==> src/rtl/zilla_muldiv_sched_if.sv <==
// Issue, multiplier, divider and writeback signals of the M-extension scheduler.
// The scheduler connects through the slave modport; the pipeline/units side uses master.
interface zilla_muldiv_sched_if #(
   parameter int unsigned XLEN           = 32,
   parameter int unsigned GPR_ADDR_WIDTH = 5
);
   logic                      issue_valid_i;
   logic [2:0]                issue_op_i;
   logic [GPR_ADDR_WIDTH-1:0] issue_rd_i;
   logic [XLEN-1:0]           rs1_val_i;
   logic [XLEN-1:0]           rs2_val_i;
   logic                      issue_ready_o;
   logic                      mul_start_o;
   logic [1:0]                mul_sign_o;
   logic [XLEN-1:0]           mul_hi_i;
   logic [XLEN-1:0]           mul_lo_i;
   logic                      div_start_o;
   logic                      div_signed_o;
   logic                      div_done_i;
   logic [XLEN-1:0]           div_quot_i;
   logic [XLEN-1:0]           div_rem_i;
   logic                      result_valid_o;
   logic [XLEN-1:0]           result_o;
   logic [GPR_ADDR_WIDTH-1:0] result_rd_o;
   logic                      mult_valid_o;
   logic                      div_busy_o;
   logic                      rem_busy_o;
   logic                      div_timeout_o;

   modport slave (
      input  issue_valid_i, issue_op_i, issue_rd_i, rs1_val_i, rs2_val_i,
      input  mul_hi_i, mul_lo_i, div_done_i, div_quot_i, div_rem_i,
      output issue_ready_o, mul_start_o, mul_sign_o, div_start_o, div_signed_o,
      output result_valid_o, result_o, result_rd_o,
      output mult_valid_o, div_busy_o, rem_busy_o, div_timeout_o
   );

   modport master (
      output issue_valid_i, issue_op_i, issue_rd_i, rs1_val_i, rs2_val_i,
      output mul_hi_i, mul_lo_i, div_done_i, div_quot_i, div_rem_i,
      input  issue_ready_o, mul_start_o, mul_sign_o, div_start_o, div_signed_o,
      input  result_valid_o, result_o, result_rd_o,
      input  mult_valid_o, div_busy_o, rem_busy_o, div_timeout_o
   );
endinterface

==> src/rtl/zilla_muldiv_sched.sv <==
// Scheduler for the shared multiplier and iterative divider: one M-op at a time,
// divide corner cases resolved locally, tagged single-cycle result to writeback.
module zilla_muldiv_sched #(
   parameter int unsigned XLEN           = 32,
   parameter int unsigned GPR_ADDR_WIDTH = 5,
   parameter int unsigned MULT_LAT       = 3,
   parameter int unsigned DIV_TIMEOUT    = 64
) (
   input  logic                md_sched_clk,
   input  logic                md_sched_rst,
   input  logic                wdt_reset_i,
   zilla_muldiv_sched_if.slave md_if
);

   localparam int unsigned CNT_W = $clog2(DIV_TIMEOUT + MULT_LAT);

   typedef enum logic [1:0] {
      S_IDLE     = 2'd0,
      S_MUL_WAIT = 2'd1,
      S_DIV_WAIT = 2'd2,
      S_DONE     = 2'd3
   } state_e;

   state_e                    state_q;
   logic [CNT_W-1:0]          cnt_q;
   logic [2:0]                op_q;
   logic [GPR_ADDR_WIDTH-1:0] rd_q;
   logic [XLEN-1:0]           result_q;
   logic                      result_valid_q;
   logic                      ready_q;
   logic                      mult_valid_q;
   logic                      div_busy_q;
   logic                      rem_busy_q;
   logic                      timeout_q;
   logic [1:0]                mul_sign_q;
   logic                      div_signed_q;

   logic                      rst_any_c;
   logic                      fire_c;
   logic                      is_div_c;
   logic                      div_zero_c;
   logic                      div_ovf_c;
   logic                      corner_c;
   logic [XLEN-1:0]           corner_res_c;
   logic [1:0]                mul_sign_c;

   // Issue decode and local resolution of divide-by-zero / signed overflow
   always_comb begin
      rst_any_c    = md_sched_rst | wdt_reset_i;
      fire_c       = md_if.issue_valid_i & ready_q & ~rst_any_c;
      is_div_c     = md_if.issue_op_i[2];
      div_zero_c   = (md_if.rs2_val_i == '0);
      div_ovf_c    = ~md_if.issue_op_i[0]
                     & (md_if.rs1_val_i == {1'b1, {(XLEN-1){1'b0}}})
                     & (md_if.rs2_val_i == {XLEN{1'b1}});
      corner_c     = is_div_c & (div_zero_c | div_ovf_c);
      corner_res_c = '0;
      if (div_zero_c) begin
         corner_res_c = md_if.issue_op_i[1] ? md_if.rs1_val_i : {XLEN{1'b1}};
      end else if (div_ovf_c) begin
         corner_res_c = md_if.issue_op_i[1] ? '0 : md_if.rs1_val_i;
      end
      mul_sign_c = 2'b00;
      case (md_if.issue_op_i[1:0])
         2'b01:   mul_sign_c = 2'b11;
         2'b10:   mul_sign_c = 2'b10;
         default: mul_sign_c = 2'b00;
      endcase
   end

   // Start strobes and signedness must accompany the start in the fire cycle
   assign md_if.mul_start_o    = fire_c & ~is_div_c;
   assign md_if.div_start_o    = fire_c & is_div_c & ~corner_c;
   assign md_if.mul_sign_o     = (fire_c & ~is_div_c) ? mul_sign_c : mul_sign_q;
   assign md_if.div_signed_o   = (fire_c & is_div_c & ~corner_c) ? ~md_if.issue_op_i[0]
                                                                 : div_signed_q;
   assign md_if.issue_ready_o  = ready_q;
   assign md_if.result_valid_o = result_valid_q;
   assign md_if.result_o       = result_q;
   assign md_if.result_rd_o    = rd_q;
   assign md_if.mult_valid_o   = mult_valid_q;
   assign md_if.div_busy_o     = div_busy_q;
   assign md_if.rem_busy_o     = rem_busy_q;
   assign md_if.div_timeout_o  = timeout_q;

   always_ff @(posedge md_sched_clk) begin
      if (rst_any_c) begin
         state_q        <= S_IDLE;
         cnt_q          <= '0;
         op_q           <= '0;
         rd_q           <= '0;
         result_q       <= '0;
         result_valid_q <= 1'b0;
         ready_q        <= 1'b1;
         mult_valid_q   <= 1'b0;
         div_busy_q     <= 1'b0;
         rem_busy_q     <= 1'b0;
         timeout_q      <= 1'b0;
         mul_sign_q     <= 2'b00;
         div_signed_q   <= 1'b0;
      end else begin
         result_valid_q <= 1'b0;
         timeout_q      <= 1'b0;
         case (state_q)
            S_IDLE: begin
               if (fire_c) begin
                  op_q    <= md_if.issue_op_i;
                  rd_q    <= md_if.issue_rd_i;
                  ready_q <= 1'b0;
                  if (!is_div_c) begin
                     state_q      <= S_MUL_WAIT;
                     cnt_q        <= CNT_W'(MULT_LAT - 1);
                     mult_valid_q <= 1'b1;
                     mul_sign_q   <= mul_sign_c;
                  end else begin
                     div_busy_q <= ~md_if.issue_op_i[1];
                     rem_busy_q <= md_if.issue_op_i[1];
                     if (corner_c) begin
                        state_q        <= S_DONE;
                        result_q       <= corner_res_c;
                        result_valid_q <= 1'b1;
                     end else begin
                        state_q      <= S_DIV_WAIT;
                        cnt_q        <= '0;
                        div_signed_q <= ~md_if.issue_op_i[0];
                     end
                  end
               end
            end
            S_MUL_WAIT: begin
               if (cnt_q == '0) begin
                  result_q       <= (op_q == 3'd0) ? md_if.mul_lo_i : md_if.mul_hi_i;
                  result_valid_q <= 1'b1;
                  state_q        <= S_DONE;
               end else begin
                  cnt_q <= cnt_q - CNT_W'(1);
               end
            end
            S_DIV_WAIT: begin
               // A done arriving on the timeout cycle still delivers its result
               if (md_if.div_done_i) begin
                  result_q       <= op_q[1] ? md_if.div_rem_i : md_if.div_quot_i;
                  result_valid_q <= 1'b1;
                  state_q        <= S_DONE;
               end else if (cnt_q == CNT_W'(DIV_TIMEOUT - 1)) begin
                  result_q       <= {XLEN{1'b1}};
                  result_valid_q <= 1'b1;
                  timeout_q      <= 1'b1;
                  state_q        <= S_DONE;
               end else begin
                  cnt_q <= cnt_q + CNT_W'(1);
               end
            end
            S_DONE: begin
               state_q      <= S_IDLE;
               ready_q      <= 1'b1;
               mult_valid_q <= 1'b0;
               div_busy_q   <= 1'b0;
               rem_busy_q   <= 1'b0;
               mul_sign_q   <= 2'b00;
               div_signed_q <= 1'b0;
            end
            default: begin
               state_q <= S_IDLE;
               ready_q <= 1'b1;
            end
         endcase
      end
   end

endmodule

==> src/flat_wrapper.sv <==
// flat-port wrapper written by rule: the top's interface ports become plain ports
module zilla_muldiv_sched_flat 
#(
   parameter int unsigned XLEN           = 32,
   parameter int unsigned GPR_ADDR_WIDTH = 5,
   parameter int unsigned MULT_LAT       = 3,
   parameter int unsigned DIV_TIMEOUT    = 64
)
  (md_sched_clk, md_sched_rst, wdt_reset_i, md_if_issue_valid_i, md_if_issue_op_i, md_if_issue_rd_i, md_if_rs1_val_i, md_if_rs2_val_i, md_if_mul_hi_i, md_if_mul_lo_i, md_if_div_done_i, md_if_div_quot_i, md_if_div_rem_i, md_if_issue_ready_o, md_if_mul_start_o, md_if_mul_sign_o, md_if_div_start_o, md_if_div_signed_o, md_if_result_valid_o, md_if_result_o, md_if_result_rd_o, md_if_mult_valid_o, md_if_div_busy_o, md_if_rem_busy_o, md_if_div_timeout_o);
  zilla_muldiv_sched_if #(.XLEN(XLEN), .GPR_ADDR_WIDTH(GPR_ADDR_WIDTH)) md_if_i ();
  input  logic md_sched_clk;
  input  logic md_sched_rst;
  input  logic wdt_reset_i;
  input wire logic [$bits(md_if_i.issue_valid_i)-1:0] md_if_issue_valid_i;
  input wire logic [$bits(md_if_i.issue_op_i)-1:0] md_if_issue_op_i;
  input wire logic [$bits(md_if_i.issue_rd_i)-1:0] md_if_issue_rd_i;
  input wire logic [$bits(md_if_i.rs1_val_i)-1:0] md_if_rs1_val_i;
  input wire logic [$bits(md_if_i.rs2_val_i)-1:0] md_if_rs2_val_i;
  input wire logic [$bits(md_if_i.mul_hi_i)-1:0] md_if_mul_hi_i;
  input wire logic [$bits(md_if_i.mul_lo_i)-1:0] md_if_mul_lo_i;
  input wire logic [$bits(md_if_i.div_done_i)-1:0] md_if_div_done_i;
  input wire logic [$bits(md_if_i.div_quot_i)-1:0] md_if_div_quot_i;
  input wire logic [$bits(md_if_i.div_rem_i)-1:0] md_if_div_rem_i;
  output wire logic [$bits(md_if_i.issue_ready_o)-1:0] md_if_issue_ready_o;
  output wire logic [$bits(md_if_i.mul_start_o)-1:0] md_if_mul_start_o;
  output wire logic [$bits(md_if_i.mul_sign_o)-1:0] md_if_mul_sign_o;
  output wire logic [$bits(md_if_i.div_start_o)-1:0] md_if_div_start_o;
  output wire logic [$bits(md_if_i.div_signed_o)-1:0] md_if_div_signed_o;
  output wire logic [$bits(md_if_i.result_valid_o)-1:0] md_if_result_valid_o;
  output wire logic [$bits(md_if_i.result_o)-1:0] md_if_result_o;
  output wire logic [$bits(md_if_i.result_rd_o)-1:0] md_if_result_rd_o;
  output wire logic [$bits(md_if_i.mult_valid_o)-1:0] md_if_mult_valid_o;
  output wire logic [$bits(md_if_i.div_busy_o)-1:0] md_if_div_busy_o;
  output wire logic [$bits(md_if_i.rem_busy_o)-1:0] md_if_rem_busy_o;
  output wire logic [$bits(md_if_i.div_timeout_o)-1:0] md_if_div_timeout_o;
  assign md_if_i.issue_valid_i = md_if_issue_valid_i;
  assign md_if_i.issue_op_i = md_if_issue_op_i;
  assign md_if_i.issue_rd_i = md_if_issue_rd_i;
  assign md_if_i.rs1_val_i = md_if_rs1_val_i;
  assign md_if_i.rs2_val_i = md_if_rs2_val_i;
  assign md_if_i.mul_hi_i = md_if_mul_hi_i;
  assign md_if_i.mul_lo_i = md_if_mul_lo_i;
  assign md_if_i.div_done_i = md_if_div_done_i;
  assign md_if_i.div_quot_i = md_if_div_quot_i;
  assign md_if_i.div_rem_i = md_if_div_rem_i;
  assign md_if_issue_ready_o = md_if_i.issue_ready_o;
  assign md_if_mul_start_o = md_if_i.mul_start_o;
  assign md_if_mul_sign_o = md_if_i.mul_sign_o;
  assign md_if_div_start_o = md_if_i.div_start_o;
  assign md_if_div_signed_o = md_if_i.div_signed_o;
  assign md_if_result_valid_o = md_if_i.result_valid_o;
  assign md_if_result_o = md_if_i.result_o;
  assign md_if_result_rd_o = md_if_i.result_rd_o;
  assign md_if_mult_valid_o = md_if_i.mult_valid_o;
  assign md_if_div_busy_o = md_if_i.div_busy_o;
  assign md_if_rem_busy_o = md_if_i.rem_busy_o;
  assign md_if_div_timeout_o = md_if_i.div_timeout_o;
  zilla_muldiv_sched #(.XLEN(XLEN), .GPR_ADDR_WIDTH(GPR_ADDR_WIDTH), .MULT_LAT(MULT_LAT), .DIV_TIMEOUT(DIV_TIMEOUT)) u_core (.md_sched_clk(md_sched_clk), .md_sched_rst(md_sched_rst), .wdt_reset_i(wdt_reset_i), .md_if(md_if_i));
endmodule
==> config.mk <==
export PLATFORM = sky130hd
export DESIGN_NAME = zilla_muldiv_sched_flat
export DESIGN_NICKNAME = d
export VERILOG_FILES = /design/src/rtl/zilla_muldiv_sched_if.sv /design/src/rtl/zilla_muldiv_sched.sv /design/src/flat_wrapper.sv
export SDC_FILE = /design/constraint.sdc
export NUM_CORES = 1
export LEC_CHECK = 0
export ABC_AREA = 1
export CORE_ASPECT_RATIO = 0.9
export CORE_MARGIN = 2
export CORE_UTILIZATION = 25
export DETAILED_ROUTE_END_ITERATION = 6
export GPL_TIMING_DRIVEN = 0
export PLACE_DENSITY = 0.56
export SYNTH_ARGS = -nofsm -noshare
export SYNTH_HDL_FRONTEND = slang
export SYNTH_SLANG_ARGS = --single-unit
==> constraint.sdc <==
create_clock -name md_sched_clk -period 3.7 [get_ports md_sched_clk]
set_input_delay 0.555 -clock md_sched_clk [delete_from_list [all_inputs] [get_ports md_sched_clk]]
set_output_delay 0.555 -clock md_sched_clk [all_outputs]
set_load 0.02 [all_outputs]
==> summary.json <==
{
  "outcome": {
    "outcome": "finished clean"
  },
  "worst_hold_path": {
    "hold_class": "reg -> reg",
    "worstHoldStart": "u_core.md_if.div_busy_o"
  },
  "route": {
    "routedWlPerCell_um": 15.3,
    "route.detailed.drc": 0,
    "dr_total_vias": 6733,
    "drt_iter0_markers": 418,
    "drt_first_pass_iters": 5,
    "viasPerCell": 4.63,
    "finalWirelength_um": 22200,
    "antenna_violating_nets_post_route": 0
  },
  "placement": {
    "placement.io_buffers": 251,
    "placement.cell_area_um2": 7920,
    "dp_hpwl_um": 18800,
    "global_placer_s_final_weighted_congestion": 0.921
  },
  "timing": {
    "slew-limit-headroom": 0.513,
    "finalCritPeriodShare": 0.929,
    "final_hold_viol_count": 0,
    "fmax_mhz": 291,
    "grt_setup_unrepaired": "false",
    "fin_tns_setup_ns": 0,
    "max_slew.worst_pin.slew_ns": 0.727,
    "final.setup_skew_ns": 0.0128,
    "slew_viol_final": 0,
    "finalWorstPathRequiredPeriod_ns": 3.44,
    "timing.final.setup_violations": 0
  },
  "floorplanning": {
    "boundaryPins": 253,
    "placement_rows": 49,
    "die_w_um": 154,
    "floorplan.core_area_um2": 20000,
    "die_height_um": 139,
    "floorplan.initialDensity": 0.254,
    "die_area_um2": 21500
  },
  "worst_setup_path": {
    "worst-path-buf-inv": 4,
    "worst_r2r_path_depth": 13,
    "crit_chain": "clkdlybuf4s50_1 -> inv_1 -> buf_1 -> ha_1 -> o21ai_0 -> clkdlybuf4s50_1",
    "cp_max_delay_cell": "sky130_fd_sc_hd__clkdlybuf4s50_1",
    "regToRegEndpoint": "u_core.cnt_q[3]",
    "regToRegSetupSlack_ns": 0.85,
    "critical_path.startpoint": "md_if_issue_op_i[1]",
    "setup.worst_path.end": "md_if_mul_sign_o[1]",
    "crit_path_max_fanout": 10,
    "critical_path_class": "in -> out",
    "crit_path_start_kind": "input pin",
    "r2r-start": "u_core.state_q[0]",
    "critical_path.most_common_cell": "sky130_fd_sc_hd__clkdlybuf4s50_1",
    "critical_path.max_stage_delay_ns": 0.62,
    "timing.critical_path.to_type": "primary output",
    "cp_num_cells": 6,
    "crit_family": "buffers and inverters",
    "worst_ep_required_time_ns": 3.14,
    "critical_path_arrival_ns": 2.88
  },
  "clock_network": {
    "cts.htree.levels": 3,
    "tritoncts": "done",
    "post-cts-setup-buffers": 0,
    "numClockSinks": 58,
    "clock-root-buffer": "sky130_fd_sc_hd__clkbuf_16",
    "postCtsResizedCells": 0,
    "cts.clk_slew.worst_paths_ns": 0.05,
    "hold_buffers": 0,
    "clock_buffers_created_by_tritoncts": 9,
    "clkLatencyLatePin_ns": 0.33,
    "clock_tree.buffer_depth": 2
  },
  "synthesis": {
    "post_synth_instance_area_um2": 5090,
    "synthMuxAreaShare": 0,
    "synth_top_flop_cell": "sky130_fd_sc_hd__dfxtp_1",
    "synthesis.nets": 1146,
    "asyncSetResetFlopFracSynth": 0,
    "synth_warnings": 0,
    "synth-edff-count": 0,
    "yosysUniqueCellTypes": 34,
    "post_synth_xor_area_fraction": 0.00861,
    "synth_compound_area_frac": 0.141,
    "ys_ff_latch": 58,
    "main_combinational_cell_family_by_area_after_synthesis": "simple AND/OR/NAND/NOR gates",
    "synth-seq-area-share": 0.228,
    "synth.avg_cell_area_um2": 5.47,
    "yosys.area_share.simple": 0.516,
    "post_synthesis_adder_cell_area_fraction": 0.0285,
    "synthCells": 930
  },
  "final_layout": {
    "seq_area_um2": 1160,
    "area_growth_syn_to_layout_pct": 62.4,
    "multiInputGateArea_um2": 3530,
    "drive_above_1_share": 0.0459,
    "final.fill_count": 2190,
    "fin_nets": 1408,
    "fin_area_um2": 8260
  },
  "global_route": {
    "pin_count_of_the_biggest_net_entering_global_routing": 11,
    "antenna_found_initial": 1,
    "global_route_wire_length_before_repair_um": 34700,
    "grt_remaining_overflow": 0,
    "grt_util_all_layers": 0.205,
    "first_global_vias": 6438
  },
  "power_and_ir_drop": {
    "post-layout-total-power_w": 0.00222,
    "leakagePower_nw": 3.29,
    "peak_supply_drop_v": 0.000223,
    "p_per_area_nw_per_um2": 269
  },
  "run": {
    "cap_viol_max_count": 0
  }
}
[power by group]
group	switching, W	internal (W)
combinational	0.000328	0.000319
sequential	0.00000851	0.000637
clock	0.000289	0.000642
[routing by layer]
layer,part of all wire,vias up,GRT usage,routed length [um]
met5,0,-,0,0
met4,0.022,0,0.0643,489
met1,0.48,2943,0.285,10600
met3,0.067,33,0.0352,1500
met2,0.43,244,0.324,9630
li1,-,3513,-,-
[worst min-delay path, cell delays in order, from the launching register on]
cell,delay [ns]
sky130_fd_sc_hd__dfxtp_1,0.31
sky130_fd_sc_hd__nand2_1,0.06
sky130_fd_sc_hd__a21oi_1,0.05
[synth_stat cells, types with 6 or more instances]
library cell	number	area (um^2)
sky130_fd_sc_hd__inv_1	34	128
sky130_fd_sc_hd__a21oi_1	53	265
sky130_fd_sc_hd__buf_1	7	26.3
sky130_fd_sc_hd__ha_1	10	125
sky130_fd_sc_hd__o21ai_1	30	150
sky130_fd_sc_hd__buf_2	17	85.1
sky130_fd_sc_hd__clkbuf_1	25	93.8
sky130_fd_sc_hd__nand3b_1	32	240
sky130_fd_sc_hd__buf_4	6	45.0
sky130_fd_sc_hd__nand2_2	6	37.5
sky130_fd_sc_hd__o21ai_0	52	260
sky130_fd_sc_hd__dfxtp_1	58	1160
sky130_fd_sc_hd__nor2_1	208	781
sky130_fd_sc_hd__nand2_1	297	1110
sky130_fd_sc_hd__nand4_1	13	81.3
sky130_fd_sc_hd__nand3_1	53	265
[how the worst min path moves through the flow]
stage / end / slack (ns) / cells after the start
after floorplan: u_core.div_signed_q / 0.44 / 2
final: u_core.md_if.div_busy_o / 0.46 / 2
after global routing: u_core.md_if.rem_busy_o / 0.49 / 2
after detailed placement: u_core.md_if.rem_busy_o / 0.45 / 2
after global placement: u_core.md_if.div_busy_o / 0.45 / 2
after CTS: u_core.md_if.rem_busy_o / 0.46 / 2
[cells in the final DEF (no fill, tap or decap), types with 2 or more instances in the layout]
cell type	count
sky130_fd_sc_hd__a21oi_1	53
sky130_fd_sc_hd__a31oi_1	2
sky130_fd_sc_hd__buf_1	7
sky130_fd_sc_hd__buf_2	17
sky130_fd_sc_hd__buf_4	6
sky130_fd_sc_hd__bufinv_16	2
sky130_fd_sc_hd__clkbuf_1	25
sky130_fd_sc_hd__clkbuf_16	9
sky130_fd_sc_hd__clkbuf_8	3
sky130_fd_sc_hd__clkdlybuf4s50_1	251
sky130_fd_sc_hd__dfxtp_1	58
sky130_fd_sc_hd__ha_1	10
sky130_fd_sc_hd__inv_1	34
sky130_fd_sc_hd__inv_2	3
sky130_fd_sc_hd__nand2_1	297
sky130_fd_sc_hd__nand2_2	6
sky130_fd_sc_hd__nand3_1	53
sky130_fd_sc_hd__nand3b_1	32
sky130_fd_sc_hd__nand4_1	13
sky130_fd_sc_hd__nor2_1	208
sky130_fd_sc_hd__nor2_4	3
sky130_fd_sc_hd__nor3_1	3
sky130_fd_sc_hd__o21a_1	2
sky130_fd_sc_hd__o21ai_0	52
sky130_fd_sc_hd__o21ai_1	30
sky130_fd_sc_hd__xnor2_1	3
sky130_fd_sc_hd__xor2_1	2
[cells by family after synthesis]
group                    after synthesis
adder cells (fa/ha/maj)               11
XOR/XNOR                               5
AO/OA/AOI/OAI                        141
buffers and inverters                 93
flip-flops                            58
AND/OR/NAND/NOR                      622
[metrics by stage]
stage	instances	worst slack [ns]	hold WS (ns)	utilization
detailed placement	1436	0.233	0.455	0.396
floorplan	930	1.29	0.439	-
global placement	1436	0.238	0.454	0.396
finish	1453	0.263	0.463	0.413
global route	1453	0.142	0.489	0.413
CTS	1452	0.231	0.464	0.413
[registers in the layout, summed over array words and instances (netlist names), 2 cells and up]
signal and flops:
u_core.md_if.result_o 32, u_core.cnt_q 7, u_core.md_if.result_rd_o 5, u_core.op_q 3, u_core.mul_sign_q 2, u_core.state_q 2
[cell type report]
class / instances / share of cell area
Antenna cell: 1 / 0.000303
Buffer: 55 / 0.0303
Clock buffer: 12 / 0.0323
Clock inverter: 4 / 0.00879
Inverter: 38 / 0.0173
Multi-Input combinational cell: 779 / 0.428
Sequential cell: 58 / 0.141
Tap cell: 255 / 0.0386
Timing Repair Buffer: 251 / 0.304
Note: power is estimated with default switching activity, not from simulation.
